<file path="src/rtl/loop_seq_if.sv">
// Bundle between the loop sequencer and its neighbours: start-loop handshake,
// ro_data read port, issue stream, and the create/iterate/finish outputs to the loop manager.
interface loop_seq_if #(
  parameter int BITS         = 18,
  parameter int LOOP_LOG_CNT = 3,
  parameter int ADDR_BITS    = 10,
  parameter int PC_BITS      = 10
) ();
  logic                    start_valid;
  logic                    start_ready;
  logic [ADDR_BITS-1:0]    start_desc_addr;
  logic [PC_BITS-1:0]      start_body_pc;
  logic                    start_independent;
  logic                    ro_rd_en;
  logic [ADDR_BITS-1:0]    ro_rd_addr;
  logic [BITS-1:0]         ro_rd_data;
  logic                    issue;
  logic [PC_BITS-1:0]      pc_in;
  logic                    loop_done;
  logic [BITS-1:0]         new_loop_iteration_count;
  logic                    new_loop_is_inner_independent_loop;
  logic [BITS-1:0]         addr0, daddr0, sx0, dsx0, sy0, dsy0;
  logic                    should_create_new_loop;
  logic                    did_start_next_loop_iteration;
  logic                    did_finish_loop;
  logic                    jump_valid;
  logic [PC_BITS-1:0]      jump_pc;
  logic [LOOP_LOG_CNT:0]   depth;
  logic                    desc_err;

  modport master (
    input  start_valid, start_desc_addr, start_body_pc, start_independent,
           ro_rd_data, issue, pc_in, loop_done,
    output start_ready, ro_rd_en, ro_rd_addr,
           new_loop_iteration_count, new_loop_is_inner_independent_loop,
           addr0, daddr0, sx0, dsx0, sy0, dsy0,
           should_create_new_loop, did_start_next_loop_iteration, did_finish_loop,
           jump_valid, jump_pc, depth, desc_err
  );

  modport slave (
    output start_valid, start_desc_addr, start_body_pc, start_independent,
           ro_rd_data, issue, pc_in, loop_done,
    input  start_ready, ro_rd_en, ro_rd_addr,
           new_loop_iteration_count, new_loop_is_inner_independent_loop,
           addr0, daddr0, sx0, dsx0, sy0, dsy0,
           should_create_new_loop, did_start_next_loop_iteration, did_finish_loop,
           jump_valid, jump_pc, depth, desc_err
  );
endinterface

</file>
<file path="src/rtl/loop_sequencer.sv">
// Fetches an 8-word loop descriptor, creates the loop in the loop manager and tracks loop-body
// PC bounds per nesting depth. Optional LOOP_SEQ_DESC_CHECK_EN rejects zero count / zero length.
module loop_sequencer #(
  parameter int BITS         = 18,
  parameter int LOOP_LOG_CNT = 3,
  parameter int ADDR_BITS    = 10,
  parameter int PC_BITS      = 10
) (
  input logic       clk,
  input logic       reset,
  loop_seq_if.master bus
);
  localparam int LOOP_CNT = 1 << LOOP_LOG_CNT;
  localparam logic [LOOP_LOG_CNT:0] DEPTH_FULL = (LOOP_LOG_CNT+1)'(LOOP_CNT);

  localparam logic [1:0] IDLE   = 2'd0;
  localparam logic [1:0] FETCH  = 2'd1;
  localparam logic [1:0] DRAIN  = 2'd2;
  localparam logic [1:0] CREATE = 2'd3;

  logic [1:0]               state;
  logic [2:0]               k, widx;
  logic                     wvld;
  logic [ADDR_BITS-1:0]     desc_addr;
  logic [PC_BITS-1:0]       body_pc;
  logic                     indep;
  logic [7:0][BITS-1:0]     word;
  logic [PC_BITS-1:0]       start_pc [LOOP_CNT];
  logic [PC_BITS-1:0]       end_pc   [LOOP_CNT];
  logic [LOOP_LOG_CNT:0]    depth;
  logic [LOOP_LOG_CNT-1:0]  top, slot;
  logic                     hit, pop, push, desc_ok, accept;
  logic                     unused_len_hi;

  assign unused_len_hi = ^word[7][BITS-1:PC_BITS];

  assign top  = LOOP_LOG_CNT'(depth - 1'b1);
  assign hit  = bus.issue && (depth != '0) && (bus.pc_in == end_pc[top]);
  assign pop  = hit && bus.loop_done;

`ifdef LOOP_SEQ_DESC_CHECK_EN
  assign desc_ok      = (word[6] != '0) && (word[7] != '0);
  assign bus.desc_err = (state == CREATE) && !desc_ok;
`else
  assign desc_ok      = 1'b1;
  assign bus.desc_err = 1'b0;
`endif

  assign push = (state == CREATE) && desc_ok;
  // pop-then-push: a coincident finish frees the top slot for the new entry
  assign slot = pop ? top : LOOP_LOG_CNT'(depth);

  assign accept          = bus.start_valid && bus.start_ready;
  assign bus.start_ready = (state == IDLE) && (depth < DEPTH_FULL);
  assign bus.ro_rd_en    = (state == FETCH);
  assign bus.ro_rd_addr  = (state == FETCH) ? desc_addr + ADDR_BITS'(k) : '0;

  assign bus.should_create_new_loop        = push;
  assign bus.did_finish_loop               = pop;
  assign bus.did_start_next_loop_iteration = hit && !bus.loop_done;
  assign bus.jump_valid                    = hit && !bus.loop_done;
  assign bus.jump_pc                       = (hit && !bus.loop_done) ? start_pc[top] : '0;
  assign bus.depth                         = depth;

  assign bus.addr0  = word[0];
  assign bus.daddr0 = word[1];
  assign bus.sx0    = word[2];
  assign bus.dsx0   = word[3];
  assign bus.sy0    = word[4];
  assign bus.dsy0   = word[5];
  assign bus.new_loop_iteration_count           = word[6];
  assign bus.new_loop_is_inner_independent_loop = indep;

  always_ff @(posedge clk) begin
    if (reset) begin
      state     <= IDLE;
      k         <= '0;
      widx      <= '0;
      wvld      <= 1'b0;
      desc_addr <= '0;
      body_pc   <= '0;
      indep     <= 1'b0;
      word      <= '0;
      depth     <= '0;
      for (int i = 0; i < LOOP_CNT; i++) begin
        start_pc[i] <= '0;
        end_pc[i]   <= '0;
      end
    end else begin
      // read data lags the strobe by one cycle, so the slot index lags k
      wvld <= (state == FETCH);
      widx <= k;
      if (wvld) word[widx] <= bus.ro_rd_data;

      case (state)
        IDLE: if (accept) begin
          desc_addr <= bus.start_desc_addr;
          body_pc   <= bus.start_body_pc;
          indep     <= bus.start_independent;
          k         <= '0;
          state     <= FETCH;
        end
        FETCH: begin
          k <= k + 3'd1;
          if (k == 3'd7) state <= DRAIN;
        end
        DRAIN:   state <= CREATE;
        default: state <= IDLE;
      endcase

      if (push) begin
        start_pc[slot] <= body_pc;
        end_pc[slot]   <= body_pc + word[7][PC_BITS-1:0] - 1'b1;
      end

      if (push && !pop)      depth <= depth + 1'b1;
      else if (pop && !push) depth <= depth - 1'b1;
    end
  end
endmodule

</file>
<file path="src/flat_wrapper.sv">
// flat-port wrapper written by rule: the top's interface ports become plain ports
module loop_sequencer_flat 
#(
  parameter int BITS         = 18,
  parameter int LOOP_LOG_CNT = 3,
  parameter int ADDR_BITS    = 10,
  parameter int PC_BITS      = 10
)
  (clk, reset, bus_start_valid, bus_start_desc_addr, bus_start_body_pc, bus_start_independent, bus_ro_rd_data, bus_issue, bus_pc_in, bus_loop_done, bus_start_ready, bus_ro_rd_en, bus_ro_rd_addr, bus_new_loop_iteration_count, bus_new_loop_is_inner_independent_loop, bus_addr0, bus_daddr0, bus_sx0, bus_dsx0, bus_sy0, bus_dsy0, bus_should_create_new_loop, bus_did_start_next_loop_iteration, bus_did_finish_loop, bus_jump_valid, bus_jump_pc, bus_depth, bus_desc_err);
  loop_seq_if #(.BITS(BITS), .LOOP_LOG_CNT(LOOP_LOG_CNT), .ADDR_BITS(ADDR_BITS), .PC_BITS(PC_BITS)) bus_i ();
  input logic clk;
  input logic reset;
  input wire logic [$bits(bus_i.start_valid)-1:0] bus_start_valid;
  input wire logic [$bits(bus_i.start_desc_addr)-1:0] bus_start_desc_addr;
  input wire logic [$bits(bus_i.start_body_pc)-1:0] bus_start_body_pc;
  input wire logic [$bits(bus_i.start_independent)-1:0] bus_start_independent;
  input wire logic [$bits(bus_i.ro_rd_data)-1:0] bus_ro_rd_data;
  input wire logic [$bits(bus_i.issue)-1:0] bus_issue;
  input wire logic [$bits(bus_i.pc_in)-1:0] bus_pc_in;
  input wire logic [$bits(bus_i.loop_done)-1:0] bus_loop_done;
  output wire logic [$bits(bus_i.start_ready)-1:0] bus_start_ready;
  output wire logic [$bits(bus_i.ro_rd_en)-1:0] bus_ro_rd_en;
  output wire logic [$bits(bus_i.ro_rd_addr)-1:0] bus_ro_rd_addr;
  output wire logic [$bits(bus_i.new_loop_iteration_count)-1:0] bus_new_loop_iteration_count;
  output wire logic [$bits(bus_i.new_loop_is_inner_independent_loop)-1:0] bus_new_loop_is_inner_independent_loop;
  output wire logic [$bits(bus_i.addr0)-1:0] bus_addr0;
  output wire logic [$bits(bus_i.daddr0)-1:0] bus_daddr0;
  output wire logic [$bits(bus_i.sx0)-1:0] bus_sx0;
  output wire logic [$bits(bus_i.dsx0)-1:0] bus_dsx0;
  output wire logic [$bits(bus_i.sy0)-1:0] bus_sy0;
  output wire logic [$bits(bus_i.dsy0)-1:0] bus_dsy0;
  output wire logic [$bits(bus_i.should_create_new_loop)-1:0] bus_should_create_new_loop;
  output wire logic [$bits(bus_i.did_start_next_loop_iteration)-1:0] bus_did_start_next_loop_iteration;
  output wire logic [$bits(bus_i.did_finish_loop)-1:0] bus_did_finish_loop;
  output wire logic [$bits(bus_i.jump_valid)-1:0] bus_jump_valid;
  output wire logic [$bits(bus_i.jump_pc)-1:0] bus_jump_pc;
  output wire logic [$bits(bus_i.depth)-1:0] bus_depth;
  output wire logic [$bits(bus_i.desc_err)-1:0] bus_desc_err;
  assign bus_i.start_valid = bus_start_valid;
  assign bus_i.start_desc_addr = bus_start_desc_addr;
  assign bus_i.start_body_pc = bus_start_body_pc;
  assign bus_i.start_independent = bus_start_independent;
  assign bus_i.ro_rd_data = bus_ro_rd_data;
  assign bus_i.issue = bus_issue;
  assign bus_i.pc_in = bus_pc_in;
  assign bus_i.loop_done = bus_loop_done;
  assign bus_start_ready = bus_i.start_ready;
  assign bus_ro_rd_en = bus_i.ro_rd_en;
  assign bus_ro_rd_addr = bus_i.ro_rd_addr;
  assign bus_new_loop_iteration_count = bus_i.new_loop_iteration_count;
  assign bus_new_loop_is_inner_independent_loop = bus_i.new_loop_is_inner_independent_loop;
  assign bus_addr0 = bus_i.addr0;
  assign bus_daddr0 = bus_i.daddr0;
  assign bus_sx0 = bus_i.sx0;
  assign bus_dsx0 = bus_i.dsx0;
  assign bus_sy0 = bus_i.sy0;
  assign bus_dsy0 = bus_i.dsy0;
  assign bus_should_create_new_loop = bus_i.should_create_new_loop;
  assign bus_did_start_next_loop_iteration = bus_i.did_start_next_loop_iteration;
  assign bus_did_finish_loop = bus_i.did_finish_loop;
  assign bus_jump_valid = bus_i.jump_valid;
  assign bus_jump_pc = bus_i.jump_pc;
  assign bus_depth = bus_i.depth;
  assign bus_desc_err = bus_i.desc_err;
  loop_sequencer #(.BITS(BITS), .LOOP_LOG_CNT(LOOP_LOG_CNT), .ADDR_BITS(ADDR_BITS), .PC_BITS(PC_BITS)) u_core (.clk(clk), .reset(reset), .bus(bus_i));
endmodule
</file>
<file path="config.mk">
export PLATFORM = sky130hd
export DESIGN_NAME = loop_sequencer_flat
export DESIGN_NICKNAME = d
export VERILOG_FILES = /design/src/rtl/loop_seq_if.sv /design/src/rtl/loop_sequencer.sv /design/src/flat_wrapper.sv
export SDC_FILE = /design/constraint.sdc
export NUM_CORES = 1
export LEC_CHECK = 0
export ABC_AREA = 1
export ABC_CLOCK_PERIOD_IN_PS = 6500
export BUFFER_PORTS_ARGS = -buffer_cell sky130_fd_sc_hd__buf_2
export CORE_UTILIZATION = 31
export DETAILED_ROUTE_END_ITERATION = 6
export GPL_TIMING_DRIVEN = 0
export SLEW_MARGIN = 20
export SYNTH_ARGS = -nofsm -noshare
export SYNTH_HDL_FRONTEND = slang
export SYNTH_SLANG_ARGS = --single-unit
</file>
<file path="constraint.sdc">
create_clock -name clk -period 6.5 [get_ports clk]
set_input_delay 0.65 -clock clk [delete_from_list [all_inputs] [get_ports clk]]
set_output_delay 0.65 -clock clk [all_outputs]
set_load 0.05 [all_outputs]
</file>
Yosys cells after proc, flatten, opt, wreduce, memory -nomap -nowiden
Memories as Yosys holds them, arrays and structs flattened.
Cells that the tools add are included.
{"block": "word_totals", "inputBits": 54, "regBits": 178, "mem_count": 2, "out_inout_bits": 158, "ramBits": 160}
{"name": "u_core.end_pc", "depth": 8, "word_bits": 10, "read_ports": 1, "rd_ports_with_merged_regs": 0, "wr": 8, "line": "loop_sequencer.sv:29", "rtl": "logic [PC_BITS-1:0] end_pc [LOOP_CNT];"}
{"name": "u_core.start_pc", "depth": 8, "word_bits": 10, "read_ports": 1, "rd_ports_with_merged_regs": 0, "wr": 8, "line": "loop_sequencer.sv:28", "rtl": "logic [PC_BITS-1:0] start_pc [LOOP_CNT];"}
{"block": "classes", "n_lt_le_gt_ge": 3, "n_eq_ne": 7, "addsub": 6, "reduce_logical": 21, "mux": 24}
{"cell": "$bwmux W144", "count": 1}
{"cell": "$demux W18 S3", "count": 1}
{"cell": "$mux W10", "count": 4}
{"cell": "$reduce_or A10 Y1", "count": 2}
{"cell": "$mux W18", "count": 1}
{"cell": "$mux W3", "count": 4}
{"cell": "$add A10 B10 Y10", "count": 1}
{"cell": "$add A10 B3 Y10", "count": 1}
{"cell": "$eq A10 B10 Y1", "count": 1}
{"cell": "$sub A10 B1 Y10 const B", "count": 1}
{"cell": "$logic_and A1 B1 Y1", "count": 9}
{"cell": "$mux W4", "count": 2}
{"cell": "$mux W1", "count": 7}
{"cell": "$pmux W2 S3", "count": 1}
{"cell": "$pmux W3 S2", "count": 1}
{"cell": "$reduce_and A2 Y1", "count": 3}
{"cell": "$add A4 B1 Y4 const B", "count": 1}
{"cell": "$eq A2 B2 Y1 const B", "count": 2}
{"cell": "$lt A3 B4 Y1 const B", "count": 1}
{"cell": "$lt A4 B4 Y1 const B", "count": 1}
{"cell": "$mux W2", "count": 2}
{"cell": "$ne A2 B1 Y1 const B", "count": 2}
{"cell": "$reduce_bool A2 Y1", "count": 2}
{"cell": "$reduce_bool A4 Y1", "count": 1}
{"cell": "7 further kinds", "count": 9}

Logic depth before layout (Yosys ltp)
An unclocked memory read counts as a cell.
{"block": "depth", "ltp_word": 8, "depth_mapped": 23, "depth_no_buf": 19}

Least setup slack after synthesis
OpenSTA, ideal clock, no wires.
{"block": "synth_timing", "path_kind": "register -> output", "from": "register u_core.depth[0] (netlist: u_core.bus.depth[0])", "to": "output port bus_jump_pc[0]", "t_required_ns": 5.850, "arrival_ns": 4.603, "path_stages_with_launch": 21, "setup_slack_ns": 1.247, "cell_sequence": "dfxtp_1 inv_2 buf_2 buf_2 buf_1 ha_1 buf_2 inv_1 buf_2 nor2_1 o21ai_0 nand3_1 nand2_1 nand2_1 nand2_1 nand2_1 nor2_1 nand2_1 nor2_1 clkinv_1 nor2_1"}
{"block": "synth_via", "elab_chain_cells": 6, "word_cells_on_any_way": 9, "classes_between": "1 x add/sub; 1 x eq/ne; 1 x mux; 4 x reduce/logical; 2 x memory"}
{"element": "start: declaration", "line": "loop_sequencer.sv:30", "rtl": "logic [LOOP_LOG_CNT:0] depth;"}
{"element": "start signal: assignment", "line": "loop_sequencer.sv:116", "rtl": "if (push && !pop) depth <= depth + 1'b1;"}
{"element": "start signal: assignment", "line": "loop_sequencer.sv:117", "rtl": "else if (pop && !push) depth <= depth - 1'b1;"}
{"element": "$sub A4 B1 Y4", "line": "loop_sequencer.sv:37", "rtl": "assign top = LOOP_LOG_CNT'(depth - 1'b1);"}
{"element": "via u_core.top[0]", "line": "loop_sequencer.sv:31", "rtl": "logic [LOOP_LOG_CNT-1:0] top, slot;"}
{"element": "$mem_v2 Z8 W10"}
{"element": "$eq A10 B10 Y1", "line": "loop_sequencer.sv:38", "rtl": "assign hit = bus.issue && (depth != '0) && (bus.pc_in == end_pc[top]);"}
{"element": "$logic_and A1 B1 Y1", "line": "loop_sequencer.sv:38"}
{"element": "$logic_and A1 B1 Y1"}
{"element": "via bus_did_start_next_loop_iteration", "line": "flat_wrapper.sv:33", "rtl": "output wire logic [$bits(bus_i.did_start_next_loop_iteration)-1:0] bus_did_start_next_loop_iteration;"}
{"element": "$mux W10", "line": "loop_sequencer.sv:62", "rtl": "assign bus.jump_pc = (hit && !bus.loop_done) ? start_pc[top] : '0;"}
{"element": "end: declaration", "line": "flat_wrapper.sv:36", "rtl": "output wire logic [$bits(bus_i.jump_pc)-1:0] bus_jump_pc;"}
The timed path passes the listed nets, and every way through them passes these cells.

Worst setup path after layout
{"block": "layout_timing", "from": "register u_core.depth[0] (netlist: u_core.bus.depth[0])", "to": "output port bus_jump_pc[9]"}
{"block": "layout_via", "elab_chain_cells": 6, "word_cells_on_any_way": 9, "classes_between": "1 x add/sub; 1 x eq/ne; 1 x mux; 4 x reduce/logical; 2 x memory"}
{"element": "$sub A4 B1 Y4 (*)", "line": "loop_sequencer.sv:37"}
{"element": "via u_core.top[0]", "line": "loop_sequencer.sv:31"}
{"element": "$mem_v2 Z8 W10"}
{"element": "$eq A10 B10 Y1", "line": "loop_sequencer.sv:38"}
{"element": "$logic_and A1 B1 Y1", "line": "loop_sequencer.sv:38"}
{"element": "$logic_and A1 B1 Y1", "line": "loop_sequencer.sv:62"}
{"element": "$mux W10 (*)", "line": "loop_sequencer.sv:62"}
The timed path passes the listed nets; every way through them passes the cells marked *.

==> key figures <==
Status
  • Status: complete, no violations

Timing
  • Fin. max-slew vios: 0
  • RSZ-0062 raised after global routing: no
  • Final period util: 0.9003
  • Headroom to the max-slew limit: 0.2792
  • Worst Skew: 0.02778 ns
  • Hold Slack: between 0.3 and 0.4 ns
  • Setup violators final: 0
  • Least-Margin Pin Slew: 1.078 ns
  • Final hold violations: 0
  • Min Tclk post-route: between 5 and 6 ns
  • Achievable clock frequency: 170.9 MHz
  • Final setup margin: 0.6483 ns

Setup path
  • Max Fanout on Critical Path: 10
  • Worst Path Required: about 5.9 ns
  • R2r setup slk: 0.83 ns
  • Worst r2r src: u_core.bus.depth[0]$_SDFFE_PP0P_
  • CP arrival: 5.20 ns
  • Startpoint Class: flop
  • CP Class: flop to output port
  • CP endpoint kind: output port
  • Worst setup startpoint: u_core.bus.depth[0]$_SDFFE_PP0P_

Pwr
  • Leakage: 8.587 nW
  • Peak supply drop: 0.0001477 V
  • Final Power: 6.376 mW
  • Pwr Density: ~340 nW/um^2

Worst hold path
  • HP Class: input pin to flop
  • Min-delay src: bus_start_desc_addr[2]

Synthesis
  • Mapped cell area: 15390 sq um
  • Part of the Yosys area used for sequential elements: 0.5332
  • Post-synth ARST share: 0
  • Dominant synthesized flop cell: dfxtp_1
  • Average size of a mapped cell: 8.320 sq um
  • Largest area contributor in the netlist: edfxtp_1
  • Post-synthesis register bit count: between 300 and 400
  • Most common cell in the netlist: nor2_1
  • Warnings, synthesis: 0
  • Post-synth cell types: 35
  • EDFF count, synth: between 150 and 200
  • Post-synth top cells: nor2_1, o21ai_0, nand2_1
  • Post-Syn Nets: roughly 1900
  • Synth top area cells: edfxtp_1, dfxtp_1, nor2_1
  • Synth Instances: about 1900
  • Synth top area share: 0.3121

Clock tree
  • Htree depth: 2
  • Clk buf depth: 3
  • Clk_lat worst skew: 0.56 ns
  • CTS root buf: clkbuf_16
  • Total setup buffers inserted after CTS: 0
  • # clock sinks: between 300 and 400
  • Hold Buf Count CTS: 0
  • CTS-repair resized insts: 0
  • Worst-path clk slew: 0.06 ns
  • CTS tree: built
  • CTS Buf Count: 39

Final layout
  • Multi-input logic area: between 5000 and 6000 sq um
  • Layout area overhead: 20.08%
  • Final layout net count: ~2200
  • Share of layout cells above drive strength 1: 0.2069
  • Post-Layout Cell Count: roughly 2800
  • Sequential cell area: 8208 sq um
  • # diodes: 0
  • Layout fillers: 5043

Detailed routing
  • DR iter-0 viols: 826
  • Vias: 12980
  • Vias per cell: ~4.7
  • Routed WL: 47.30 mm
  • Wire per inst: 17.01 um
  • DRC viols: 0
  • DRT antenna net count: 0
  • TritonRoute pass-1 iters: 5

Placed design
  • HPWL after detailed placement: approximately 33 mm
  • Final Wtd Congestion: between 0.8 and 0.9
  • Post-place setup slack: between 0.9 and 1 ns
  • IO buf count: 199
  • Placed Cells: 2713

GRT
  • GRT overflow: 0
  • Vias in the first global route: 12400
  • First-pass GRT wire length: between 70 and 80 mm
  • Largest net degree at the start of global routing: 21
  • Total track usage: 0.1847
  • Initial antenna violation count: 2

Floorplan
  • Io pins: around 210
  • # rows: 81
  • Initial Utilization: 0.3144
  • Die height: 224.8 um
  • CORE AREA: 48950 sq um
  • Die Area: 50550 sq um
  • Die width: roughly 220 um

Run
  • Max_cap viols: 0
sequential cells by signal, summed over array words and instances, names as in the netlist:
| signal | flops |
|---|---|
| u_core.end_pc | 80 |
| u_core.start_pc | 80 |
| u_core.bus.addr0 | 18 |
| u_core.bus.daddr0 | 18 |
| u_core.bus.dsx0 | 18 |
| u_core.bus.dsy0 | 18 |
| u_core.bus.new_loop_iteration_count | 18 |
| u_core.bus.sx0 | 18 |
| u_core.bus.sy0 | 18 |
| u_core.body_pc | 10 |
| u_core.desc_addr | 10 |
| u_core.word | 10 |
| u_core.bus.depth | 4 |
| u_core.k | 3 |
| u_core.widx | 3 |
| u_core.state | 2 |
| u_core.bus.new_loop_is_inner_independent_loop | 1 |
| u_core.wvld | 1 |
worst max-delay path: stages, from the launching register on:
cell	delay [ns]
dfxtp_1	0.37
inv_2	0.07
buf_2	0.23
buf_2	0.29
buf_1	0.52
ha_1	0.23
buf_2	0.22
clkbuf_1	0.64
nand3_1	0.21
nand3_1	0.19
nand2_1	0.07
nand2_1	0.09
nand2_1	0.06
nor2_1	0.11
nand2_1	0.07
nor2_2	0.20
nand2_1	0.07
nor2_1	0.20
clkinv_1	0.33
nor2_1	0.18
buf_2	0.29
cell families after synthesis:
kind of cell	Yosys count	synth area share
buf+inv	385	0.1288
other cells	1	0.0002436
simple gates	797	0.2039
fa+ha+maj	31	0.02617
xor+xnor	12	0.007804
flops	330	0.5332
compound gates	294	0.09982
per-stage QoR:
step	utilization	setup TNS, ns	cell area [sq um]
after global placement	0.3518	-6.343	17220
after global routing	0.3776	0	18480
after detailed placement	0.3520	0	17230
final	0.3776	0	18480
after CTS	0.3775	0	18480
after floorplan	-	0	15390
layout by cell type, fill, tap and decap left out, types with 45 or more instances in the layout:
master / Yosys / routed
a21oi_1: 45 / 45
buf_2: 30 / 229
buf_4: 131 / 131
clkbuf_1: 59 / 65
dfxtp_1: 170 / 170
edfxtp_1: 160 / 160
inv_1: 134 / 134
nand2_1: 184 / 183
nand3_1: 58 / 58
nor2_1: 517 / 517
o21ai_0: 228 / 227
power by group:
group	internal [mW]	switching (mW)	leakage, nW
registers	2.31	0.0670	3.03
logic	0.462	1.37	4.96
clock network	1.28	0.892	0.595
total	4.04	2.33	8.59
final timing paths:
check	cells past startpoint	endpoint
hold reg to reg	2	u_core.word[127]$_SDFFE_PP0P_
hold / removal	3	u_core.desc_addr[2]$_SDFFE_PP0P_
setup reg to reg	22	u_core.end_pc[4][3]$_SDFFCE_PN0P_
setup / recovery	20	bus_jump_pc[9]
per-layer routing:
metal | wire length (um) | GRT usage | up-vias
met4 | 1090 | 0.05442 | 4
met2 | 21880 | 0.3044 | 486
met3 | 4335 | 0.06035 | 79
met5 | 33 | 0 | -
li1 | - | - | 6323
met1 | 19960 | 0.2289 | 6091
final cells by class:
class / instances / share of cell area
buffer: 230 / 0.07582
clock buffer: 46 / 0.05477
clock inverter: 22 / 0.01286
inverter: 155 / 0.03148
multi-input combinational: 1135 / 0.2822
sequential: 330 / 0.4441
tap: 664 / 0.04495
timing repair buffer: 199 / 0.05389
No activity file was read; power rests on OpenSTA's default activity.
